[src/rtl/udma_rx_width_conv.sv]
// Receive-path width converter: packs PHY_W-bit beats into DST_W-bit uDMA words.
// It drops leading offset bytes, can byte-swap each beat and zero-fills the tail of the final word.
module udma_rx_width_conv #(
  parameter int PHY_W      = 16,
  parameter int DST_W      = 32,
  parameter int TRANS_SIZE = 16,
  parameter int OFFS_W     = (DST_W / 8 > 1) ? $clog2(DST_W / 8) : 1
) (
  input  logic                  clk_i,
  input  logic                  rst_ni,
  input  logic                  clr_i,
  input  logic                  cfg_start_i,
  input  logic [TRANS_SIZE-1:0] cfg_len_i,
  input  logic [OFFS_W-1:0]     cfg_offset_i,
  input  logic                  cfg_swap_i,
  input  logic                  src_valid_i,
  output logic                  src_ready_o,
  input  logic [PHY_W-1:0]      src_data_i,
  output logic                  dst_valid_o,
  input  logic                  dst_ready_i,
  output logic [DST_W-1:0]      dst_data_o,
  output logic                  dst_last_o,
  output logic                  busy_o,
  output logic                  done_o
);

  localparam int PB    = PHY_W / 8;
  localparam int DB    = DST_W / 8;
  localparam int ACC_B = DB + PB;
  localparam int CNT_W = $clog2(ACC_B + 1);
  localparam int CW    = TRANS_SIZE + 1;

  localparam logic [CNT_W-1:0] DB_C    = CNT_W'(DB);
  localparam logic [CW-1:0]    PB_C    = CW'(PB);
  localparam logic [CW-1:0]    PB_M1_C = CW'(PB - 1);

  typedef enum logic [1:0] {
    ST_IDLE  = 2'd0,
    ST_RUN   = 2'd1,
    ST_FLUSH = 2'd2,
    ST_DONE  = 2'd3
  } state_e;

  function automatic logic [PHY_W-1:0] swap_bytes(input logic [PHY_W-1:0] d);
    logic [PHY_W-1:0] r;
    for (int i = 0; i < PB; i++) begin
      r[8*i +: 8] = d[8*(PB-1-i) +: 8];
    end
    return r;
  endfunction

  state_e                 state_q, state_d;
  logic [CW-1:0]          in_beats_q, in_beats_d;
  logic [CW-1:0]          acc_rem_q, acc_rem_d;
  logic [CW-1:0]          out_rem_q, out_rem_d;
  logic [OFFS_W-1:0]      skip_q, skip_d;
  logic                   swap_q, swap_d;
  logic [ACC_B-1:0][7:0]  acc_q, acc_d;
  logic [CNT_W-1:0]       acc_cnt_q, acc_cnt_d;
  logic                   dvalid_q, dvalid_d;
  logic [DST_W-1:0]       ddata_q, ddata_d;
  logic                   dlast_q, dlast_d;
  logic                   busy_q, busy_d;
  logic                   done_q, done_d;

  logic                   src_ready_s;
  logic                   accept_s;
  logic [PHY_W-1:0]       beat_s;
  logic [ACC_B-1:0][7:0]  acc_app_s;
  logic [ACC_B-1:0][7:0]  acc_shift_s;
  logic [CNT_W-1:0]       cnt_app_s;
  logic [OFFS_W-1:0]      skip_app_s;
  logic [CW-1:0]          rem_app_s;
  logic                   load_ok_s;
  logic                   has_word_s;
  logic                   load_s;
  logic [CNT_W-1:0]       load_n_s;
  logic [DST_W-1:0]       word_s;

  assign src_ready_s = (state_q == ST_RUN) && (in_beats_q != '0) && (acc_cnt_q < DB_C);
  assign accept_s    = src_ready_s && src_valid_i;
  assign beat_s      = swap_q ? swap_bytes(src_data_i) : src_data_i;

  // Append the accepted beat: skip leading offset bytes, drop trailing padding bytes.
  always_comb begin
    acc_app_s  = acc_q;
    cnt_app_s  = acc_cnt_q;
    skip_app_s = skip_q;
    rem_app_s  = acc_rem_q;
    if (accept_s) begin
      for (int i = 0; i < PB; i++) begin
        if (skip_app_s != '0) begin
          skip_app_s = skip_app_s - OFFS_W'(1);
        end else if (rem_app_s != '0) begin
          acc_app_s[cnt_app_s] = beat_s[8*i +: 8];
          cnt_app_s            = cnt_app_s + CNT_W'(1);
          rem_app_s            = rem_app_s - CW'(1);
        end else begin
          cnt_app_s = cnt_app_s;
        end
      end
    end else begin
      acc_app_s = acc_q;
    end
  end

  // Output-register load: a full word, or the final partial word once all payload is in.
  // Loading from the post-append view lets a word become valid the cycle after its last beat.
  always_comb begin
    load_ok_s   = !dvalid_q || dst_ready_i;
    has_word_s  = (cnt_app_s >= DB_C) || ((cnt_app_s != '0) && (rem_app_s == '0));
    load_s      = load_ok_s && has_word_s && ((state_q == ST_RUN) || (state_q == ST_FLUSH));
    load_n_s    = (cnt_app_s >= DB_C) ? DB_C : cnt_app_s;
    for (int j = 0; j < DB; j++) begin
      word_s[8*j +: 8] = (CNT_W'(j) < load_n_s) ? acc_app_s[j] : 8'h00;
    end
    acc_shift_s = acc_app_s >> {load_n_s, 3'b000};
  end

  // Next-state logic for the FSM, counters, accumulator and output register.
  always_comb begin
    state_d    = state_q;
    in_beats_d = accept_s ? (in_beats_q - CW'(1)) : in_beats_q;
    skip_d     = skip_app_s;
    acc_rem_d  = rem_app_s;
    swap_d     = swap_q;
    acc_d      = load_s ? acc_shift_s : acc_app_s;
    acc_cnt_d  = load_s ? (cnt_app_s - load_n_s) : cnt_app_s;
    out_rem_d  = load_s ? (out_rem_q - CW'(load_n_s)) : out_rem_q;
    dvalid_d   = dvalid_q;
    ddata_d    = ddata_q;
    dlast_d    = dlast_q;

    if (clr_i) begin
      state_d    = ST_IDLE;
      in_beats_d = '0;
      skip_d     = '0;
      acc_rem_d  = '0;
      out_rem_d  = '0;
      swap_d     = 1'b0;
      acc_d      = '0;
      acc_cnt_d  = '0;
      dvalid_d   = 1'b0;
      ddata_d    = '0;
      dlast_d    = 1'b0;
    end else begin
      if (load_s) begin
        dvalid_d = 1'b1;
        ddata_d  = word_s;
        dlast_d  = (CW'(load_n_s) == out_rem_q);
      end else if (dst_ready_i) begin
        dvalid_d = 1'b0;
      end else begin
        dvalid_d = dvalid_q;
      end

      case (state_q)
        ST_IDLE: begin
          if (cfg_start_i) begin
            in_beats_d = (CW'(cfg_offset_i) + CW'(cfg_len_i) + PB_M1_C) / PB_C;
            skip_d     = cfg_offset_i;
            acc_rem_d  = CW'(cfg_len_i);
            out_rem_d  = CW'(cfg_len_i);
            swap_d     = cfg_swap_i;
            state_d    = (cfg_len_i == '0) ? ST_DONE : ST_RUN;
          end else begin
            state_d = ST_IDLE;
          end
        end
        ST_RUN: begin
          if (accept_s && (in_beats_q == CW'(1))) begin
            state_d = ST_FLUSH;
          end else begin
            state_d = ST_RUN;
          end
        end
        ST_FLUSH: begin
          if (dvalid_q && dst_ready_i && dlast_q) begin
            state_d = ST_DONE;
          end else begin
            state_d = ST_FLUSH;
          end
        end
        ST_DONE: begin
          state_d = ST_IDLE;
        end
        default: begin
          state_d = ST_IDLE;
        end
      endcase
    end

    busy_d = (state_d == ST_RUN) || (state_d == ST_FLUSH);
    done_d = (state_q == ST_DONE) && !clr_i;
  end

  // State and datapath registers.
  always_ff @(posedge clk_i or negedge rst_ni) begin
    if (!rst_ni) begin
      state_q    <= ST_IDLE;
      in_beats_q <= '0;
      skip_q     <= '0;
      acc_rem_q  <= '0;
      out_rem_q  <= '0;
      swap_q     <= 1'b0;
      acc_q      <= '0;
      acc_cnt_q  <= '0;
      dvalid_q   <= 1'b0;
      ddata_q    <= '0;
      dlast_q    <= 1'b0;
      busy_q     <= 1'b0;
      done_q     <= 1'b0;
    end else begin
      state_q    <= state_d;
      in_beats_q <= in_beats_d;
      skip_q     <= skip_d;
      acc_rem_q  <= acc_rem_d;
      out_rem_q  <= out_rem_d;
      swap_q     <= swap_d;
      acc_q      <= acc_d;
      acc_cnt_q  <= acc_cnt_d;
      dvalid_q   <= dvalid_d;
      ddata_q    <= ddata_d;
      dlast_q    <= dlast_d;
      busy_q     <= busy_d;
      done_q     <= done_d;
    end
  end

  assign src_ready_o = src_ready_s;
  assign dst_valid_o = dvalid_q;
  assign dst_data_o  = ddata_q;
  assign dst_last_o  = dlast_q;
  assign busy_o      = busy_q;
  assign done_o      = done_q;

endmodule

[config.mk]
export PLATFORM = sky130hd
export DESIGN_NAME = udma_rx_width_conv
export DESIGN_NICKNAME = d
export VERILOG_FILES = /design/src/rtl/udma_rx_width_conv.sv
export SDC_FILE = /design/constraint.sdc
export NUM_CORES = 1
export LEC_CHECK = 0
export CAP_MARGIN = 20
export CORE_UTILIZATION = 50
export CTS_BUF_LIST = sky130_fd_sc_hd__clkbuf_2
export CTS_CLUSTER_DIAMETER = 100
export CTS_CLUSTER_SIZE = 14
export DETAILED_ROUTE_END_ITERATION = 8
export PLACE_DENSITY_LB_ADDON = 0.15
export SLEW_MARGIN = 10
export SYNTH_ARGS = -nofsm -noshare
export SYNTH_HDL_FRONTEND = slang
export SYNTH_SLANG_ARGS = --single-unit
[constraint.sdc]
create_clock -name clk_i -period 9.6 [get_ports clk_i]
set_clock_uncertainty 0.2 [all_clocks]
set_input_delay 0.96 -clock clk_i [delete_from_list [all_inputs] [get_ports clk_i]]
set_output_delay 0.96 -clock clk_i [all_outputs]
set_load 0.05 [all_outputs]
# Word-level counts from Yosys, hierarchy flattened
# Cells that the tools add are included.
[classes]
add_sub_neg = 11
n_mul = 0
n_div = 0
n_lt_le_gt_ge = 10
n_eq_ne = 7
n_shift = 1
mux = 68
bitwise = 0
reduce_logical = 32
[op_table]
columns = ["op", "count"]
rows = [
  ["$mux W48", 8],
  ["$mux W17", 17],
  ["$bwmux W48", 2],
  ["$mux W32", 2],
  ["$reduce_bool A17 Y1", 3],
  ["$sub A17 B1 Y17 const B", 3],
  ["$demux W8 S3", 2],
  ["$mux W8", 6],
  ["$shr A48 B6 Y48", 1],
  ["$mux W3", 9],
  ["$mux W2", 11],
  ["$add A17 B1 Y17 const B", 1],
  ["$add A2 B16 Y17", 1],
  ["$eq A17 B1 Y1 const B", 1],
  ["$eq A3 B17 Y1", 1],
  ["$logic_not A17 Y1", 1],
  ["$sub A17 B3 Y17", 1],
  ["$logic_not A16 Y1", 1],
  ["$mux W16", 1],
  ["$logic_and A1 B1 Y1", 12],
  ["$reduce_bool A2 Y1", 5],
  ["$mux W1", 9],
  ["$lt A3 B4 Y1 const B", 2],
  ["$pmux W2 S4", 1],
  ["other kinds (15)", 28],
]
[word_totals]
register_bits = 143
latchBits = 0
ramBits = 0
romBits = 0
inputBits = 41
output_inout_bits = 37
word_cells = 147
mem_count = 0

# Longest topological paths before layout
[logic_depth]
word_depth = 18
mapped_depth = 27
depth_no_buf = 24

# Worst setup path before layout
# OpenSTA, ideal clock, no wires.
[synth_timing]
kind = "register to register"
start = "register acc_rem_q[1]"
end = "register out_rem_q[6]"
setup_ns = 0.137
arrival_time_ns = 5.617
required_time_ns = 9.263
slack_ns = 3.646
path_stages_with_launch = 28
path_buffers = 4
synth_period_minus_slack_ns = 5.954
path_cell_list = "dfrtp_1 > clkbuf_1 > inv_1 > ha_1 > nor4b_1 > and4_1 > buf_4 > nor2_1 > xnor2_1 > ha_1 > o21ai_0 > a31oi_1 > nand4_1 > or3_1 > buf_2 > nor2_4 > o311ai_0 > clkinv_1 > o21ai_1 > clkinv_1 > clkbuf_1 > ha_1 > fa_1 > o21ai_0 > nor3_1 > o21ai_0 > xor2_1 > a21oi_1"
[synth_between]
elab_chain_len = 17
elab_cells_between_ends = 30
cone_classes = "add/sub: 4; order compare: 1; mux: 17; reduce/logical: 8"
[synth_rtl]
columns = ["item", "line_no", "rtl"]
rows = [
  ["start, declared", "54", "logic [CW-1:0] acc_rem_q, acc_rem_d;"],
  ["start signal, assigned", "217", "acc_rem_q <= acc_rem_d;"],
  ["branches (longest 13 deep; another with $sub A17 B1 Y17)", "-", ""],
  ["$mux W17 (*)", "129", "out_rem_d = load_s ? (out_rem_q - CW'(load_n_s)) : out_rem_q;"],
  ["$mux W17", "159", "if (cfg_start_i) begin"],
  ["$mux W17 (*)", "157", "case (state_q)"],
  ["$mux W17 (*)", "134", "if (clr_i) begin"],
  ["named net out_rem_d[6]", "55", "logic [CW-1:0] out_rem_q, out_rem_d;"],
  ["end signal, assigned", "218", "out_rem_q <= out_rem_d;"],
  ["end, declared", "55", ""],
]
# Mark *: on every way through the listed nets, which the timed path passes. The select of a mux whose other input is x is not followed.
# A chain may end at the register's enable or synchronous reset.

# Worst setup path after layout
[layout_timing]
start = "register acc_rem_q[0]"
end = "register out_rem_q[6]"
# The elaborated chain is that of the path after synthesis.

==> reports/results.tsv <==
stage	metric	value	unit
status	status	complete, no violations	
timing	Hold Vio Cnt, Final	0	
pwr	Pwr Density	133	mW/mm²
routing	Initial DRT Pass Iterations	6	
global_routing	GRT Resource Usage Total	0.334	
logic_synthesis	Async SR Flop Fraction	1.00	
logic_synthesis	EDFF count, synth	0	
routing	routed vias	10656	
final_layout	layout cells sized above 1	0.0721	
placement	number of port buffers	77	
logic_synthesis	Netlist cell types	82	
logic_synthesis	Syn Inst Count	1312	
floorplanning	num rows	52	
final_layout	Final nets	1377	
pwr	worst IR drop on VDD	80.5	µV
global_routing	first-pass GRT wire length	56.6	mm
floorplanning	DIE WIDTH	147	µm
global_routing	initial antenna violation count	1	
placement	DP Wirelength	25.0	mm
setup_path	largest fanout on the critical path	33	
global_routing	grt ovf	0	
timing	Max Slew Vio Count	0	
cts	# Post-CTS Setup Buffers	0	
logic_synthesis	Commonest cells post-synth	dfrtp_1 (143), nor2_1 (138), nand2_1 (119)	
cts	post-CTS sizing	0	
logic_synthesis	synthesized area per cell	8.06	µm²
logic_synthesis	Synthesized Nets	1371	
setup_path	Worst setup EP type	register	
timing	achievable clock frequency	125	MHz
pwr	Power, Total	0.00157	W
floorplanning	core area	0.0205	mm²
setup_path	CP Launch Type	register	
setup_path	Arr. time, crit path	8.34	ns
global_routing	vias in the first global route	9816	
flow_run	max_cap viols	0	
timing	final setup vio count	0	
pwr	Leak	4.47	nW
cts	CTS tree	built	
logic_synthesis	Synth area leader	dfrtp_1	
logic_synthesis	post-synthesis sequential area ratio	0.338	
routing	Routed WL	35.6	mm
cts	CTS Buf Count	17	
setup_path	kind of critical path	register to register	
global_routing	largest net degree at the start of global routing	85	
logic_synthesis	Yosys top cell area share	0.338	
timing	fin crit share	0.831	
routing	initial DRC count	1259	
final_layout	Layout area overhead	11.1	%
timing	Fin Hold WS	0.324	ns
routing	WL per Instance	22.2	µm
floorplanning	die area	0.0217	mm²
logic_synthesis	most common cell in the netlist	dfrtp_1	
timing	measured slew at the worst slew-check pin	1.08	ns
timing	RSZ-0062 raised after global routing	false	
worst_hold_path	hold crit path type	register to register	
cts	clock transition at the registers of the reported paths	0.23	ns
logic_synthesis	Syn Std Cell Area	0.0106	mm²
cts	worst skew pair latency	0.72	ns
floorplanning	Die Ht	147	µm
cts	# hold bufs at CTS	1	
routing	Post-DRT Antenna Nets	0	
placement	RePlAce Congestion	0.950	
routing	Avg Vias per Cell	6.65	
cts	H-Tree Level Count	4	
logic_synthesis	Yosys reg bits	143	
timing	post-layout minimum cycle time	7.98	ns
logic_synthesis	yosys warns	0	
setup_path	Worst Path Required	9.96	ns
cts	CTS sink cnt	143	
floorplanning	number of top-level pins	78	
timing	Slew HR	0.278	
floorplanning	Starting Density	0.516	
routing	drt drc	0	
cts	root buf cell	clkbuf_2	
logic_synthesis	dominant synthesized flop cell	dfrtp_1	
timing	setup_tns	0	ns
setup_path	Worst R2R Setup Slack	1.62	ns
cts	clk buf depth	2	
logic_synthesis	synth top area cells	dfrtp_1 (34%), o22ai_1 (5.0%), nor2_1 (4.9%), o21ai_0 (4.7%), a21oi_1 (4.6%)	
## registers in the layout, summed over array words and instances (netlist names)
register / cells
acc_q: 48
dst_data_o: 32
acc_rem_q: 17
in_beats_q: 17
out_rem_q: 17
acc_cnt_q: 3
skip_q: 2
state_q: 2
busy_o: 1
done_o: 1
dst_last_o: 1
dst_valid_o: 1
swap_q: 1
## layer usage
| metal | routed length (µm) | vias up | part of all wire | GRT usage |
|---|---|---|---|---|
| met2 | 14900 | 551 | 0.42 | 0.466 |
| met3 | 3910 | 41 | 0.11 | 0.0920 |
| met5 | 0 | - | 0 | 0 |
| li1 | - | 4945 | - | - |
| met1 | 16300 | 5119 | 0.46 | 0.509 |
| met4 | 449 | 0 | 0.013 | 0.0727 |
## cells in the final DEF, fill, tap and decap left out, types with 6 or more instances in the layout
cell,synthesis,routed
bufinv_16,0,6
a211oi_1,34,34
xnor2_1,32,32
a31oi_1,17,17
a221oi_1,7,7
mux2i_1,31,31
o21bai_1,11,11
nand3_1,29,29
nor4_1,17,17
o21ai_0,100,100
dfrtp_1,143,142
nand2_1,119,118
o22ai_1,85,85
o211ai_1,16,16
o221ai_1,24,24
nor2b_1,7,7
o21a_1,6,6
xor2_1,15,15
nor3_1,27,27
nor2_1,138,138
clkdlybuf4s50_1,0,75
and3_1,8,8
ha_1,16,16
o22a_1,15,15
buf_4,1,20
clkbuf_2,0,17
inv_1,22,22
a21oi_1,98,98
a22o_1,13,13
or3_1,42,42
mux2_2,14,14
nand4_1,11,11
## metrics by stage
stage          utilization  std cells  cell area [µm²]  setup WS (ns)
2_1_floorplan            -       1312            10600           3.65
3_5_place_dp         0.555       1566            11400           1.95
6_report             0.573       1602            11700           1.62
4_1_cts              0.572       1599            11700           1.83
3_3_place_gp         0.555       1566            11400           2.12
5_1_grt              0.573       1602            11700          0.997
## final timing paths
kind                                start             end  cells after the start
max                          acc_rem_q[0]    out_rem_q[6]                     26
min                        dst_data_o[22]  dst_data_o[22]                      1
max reg2reg                  acc_rem_q[0]    out_rem_q[6]                     26
min reg2reg                dst_data_o[22]  dst_data_o[22]                      1
max in group asynchronous          rst_ni       acc_q[38]                      3
min in group asynchronous          rst_ni   in_beats_q[9]                      2
## report_power, final
part           switching (W)  internal, W
clock               0.000254     0.000228
sequential         0.0000320     0.000627
combinational       0.000280     0.000144
total               0.000567     0.000999
## critical path, stage by stage, from the launching register on
cell      delay, ns
dfrtp_1        0.51
inv_1          0.12
ha_1           0.34
nor4b_1        0.55
nand4_1        0.36
nand2_1        0.33
nor2_1         0.07
a21oi_1        0.21
ha_1           0.23
o21ai_0        0.10
a31oi_1        0.19
nand4_1        0.18
nor3_2         0.45
a31oi_1        0.15
o311ai_1       0.15
buf_4          0.25
clkinv_1       0.62
o21ai_2        0.21
buf_4          0.36
clkinv_1       0.51
ha_1           0.42
fa_1           0.46
o21ai_0        0.42
nor3_1         0.08
o21ai_0        0.11
xor2_1         0.16
a21oi_1        0.08
## cells by family after synthesis
family,after synthesis,synth area share
AO/OA/AOI/OAI,476,0.294
XOR/XNOR,47,0.0389
adder cells (fa/ha/maj),18,0.0227
buffers and inverters,135,0.0520
flip-flops,143,0.338
multiplexers,45,0.0443
other,2,0.000710
AND/OR/NAND/NOR,446,0.209
## area by class of cell
type,count,area [µm²]
Antenna cell,1,2.50
Clock buffer,17,85.1
Clock inverter,15,258
Fill cell,1927,8750
Inverter,25,93.8
Multi-Input combinational cell,1034,6470
Sequential cell,143,3580
Tap cell,270,338
Timing Repair Buffer,97,922
No activity file was read; power rests on OpenSTA's default activity.
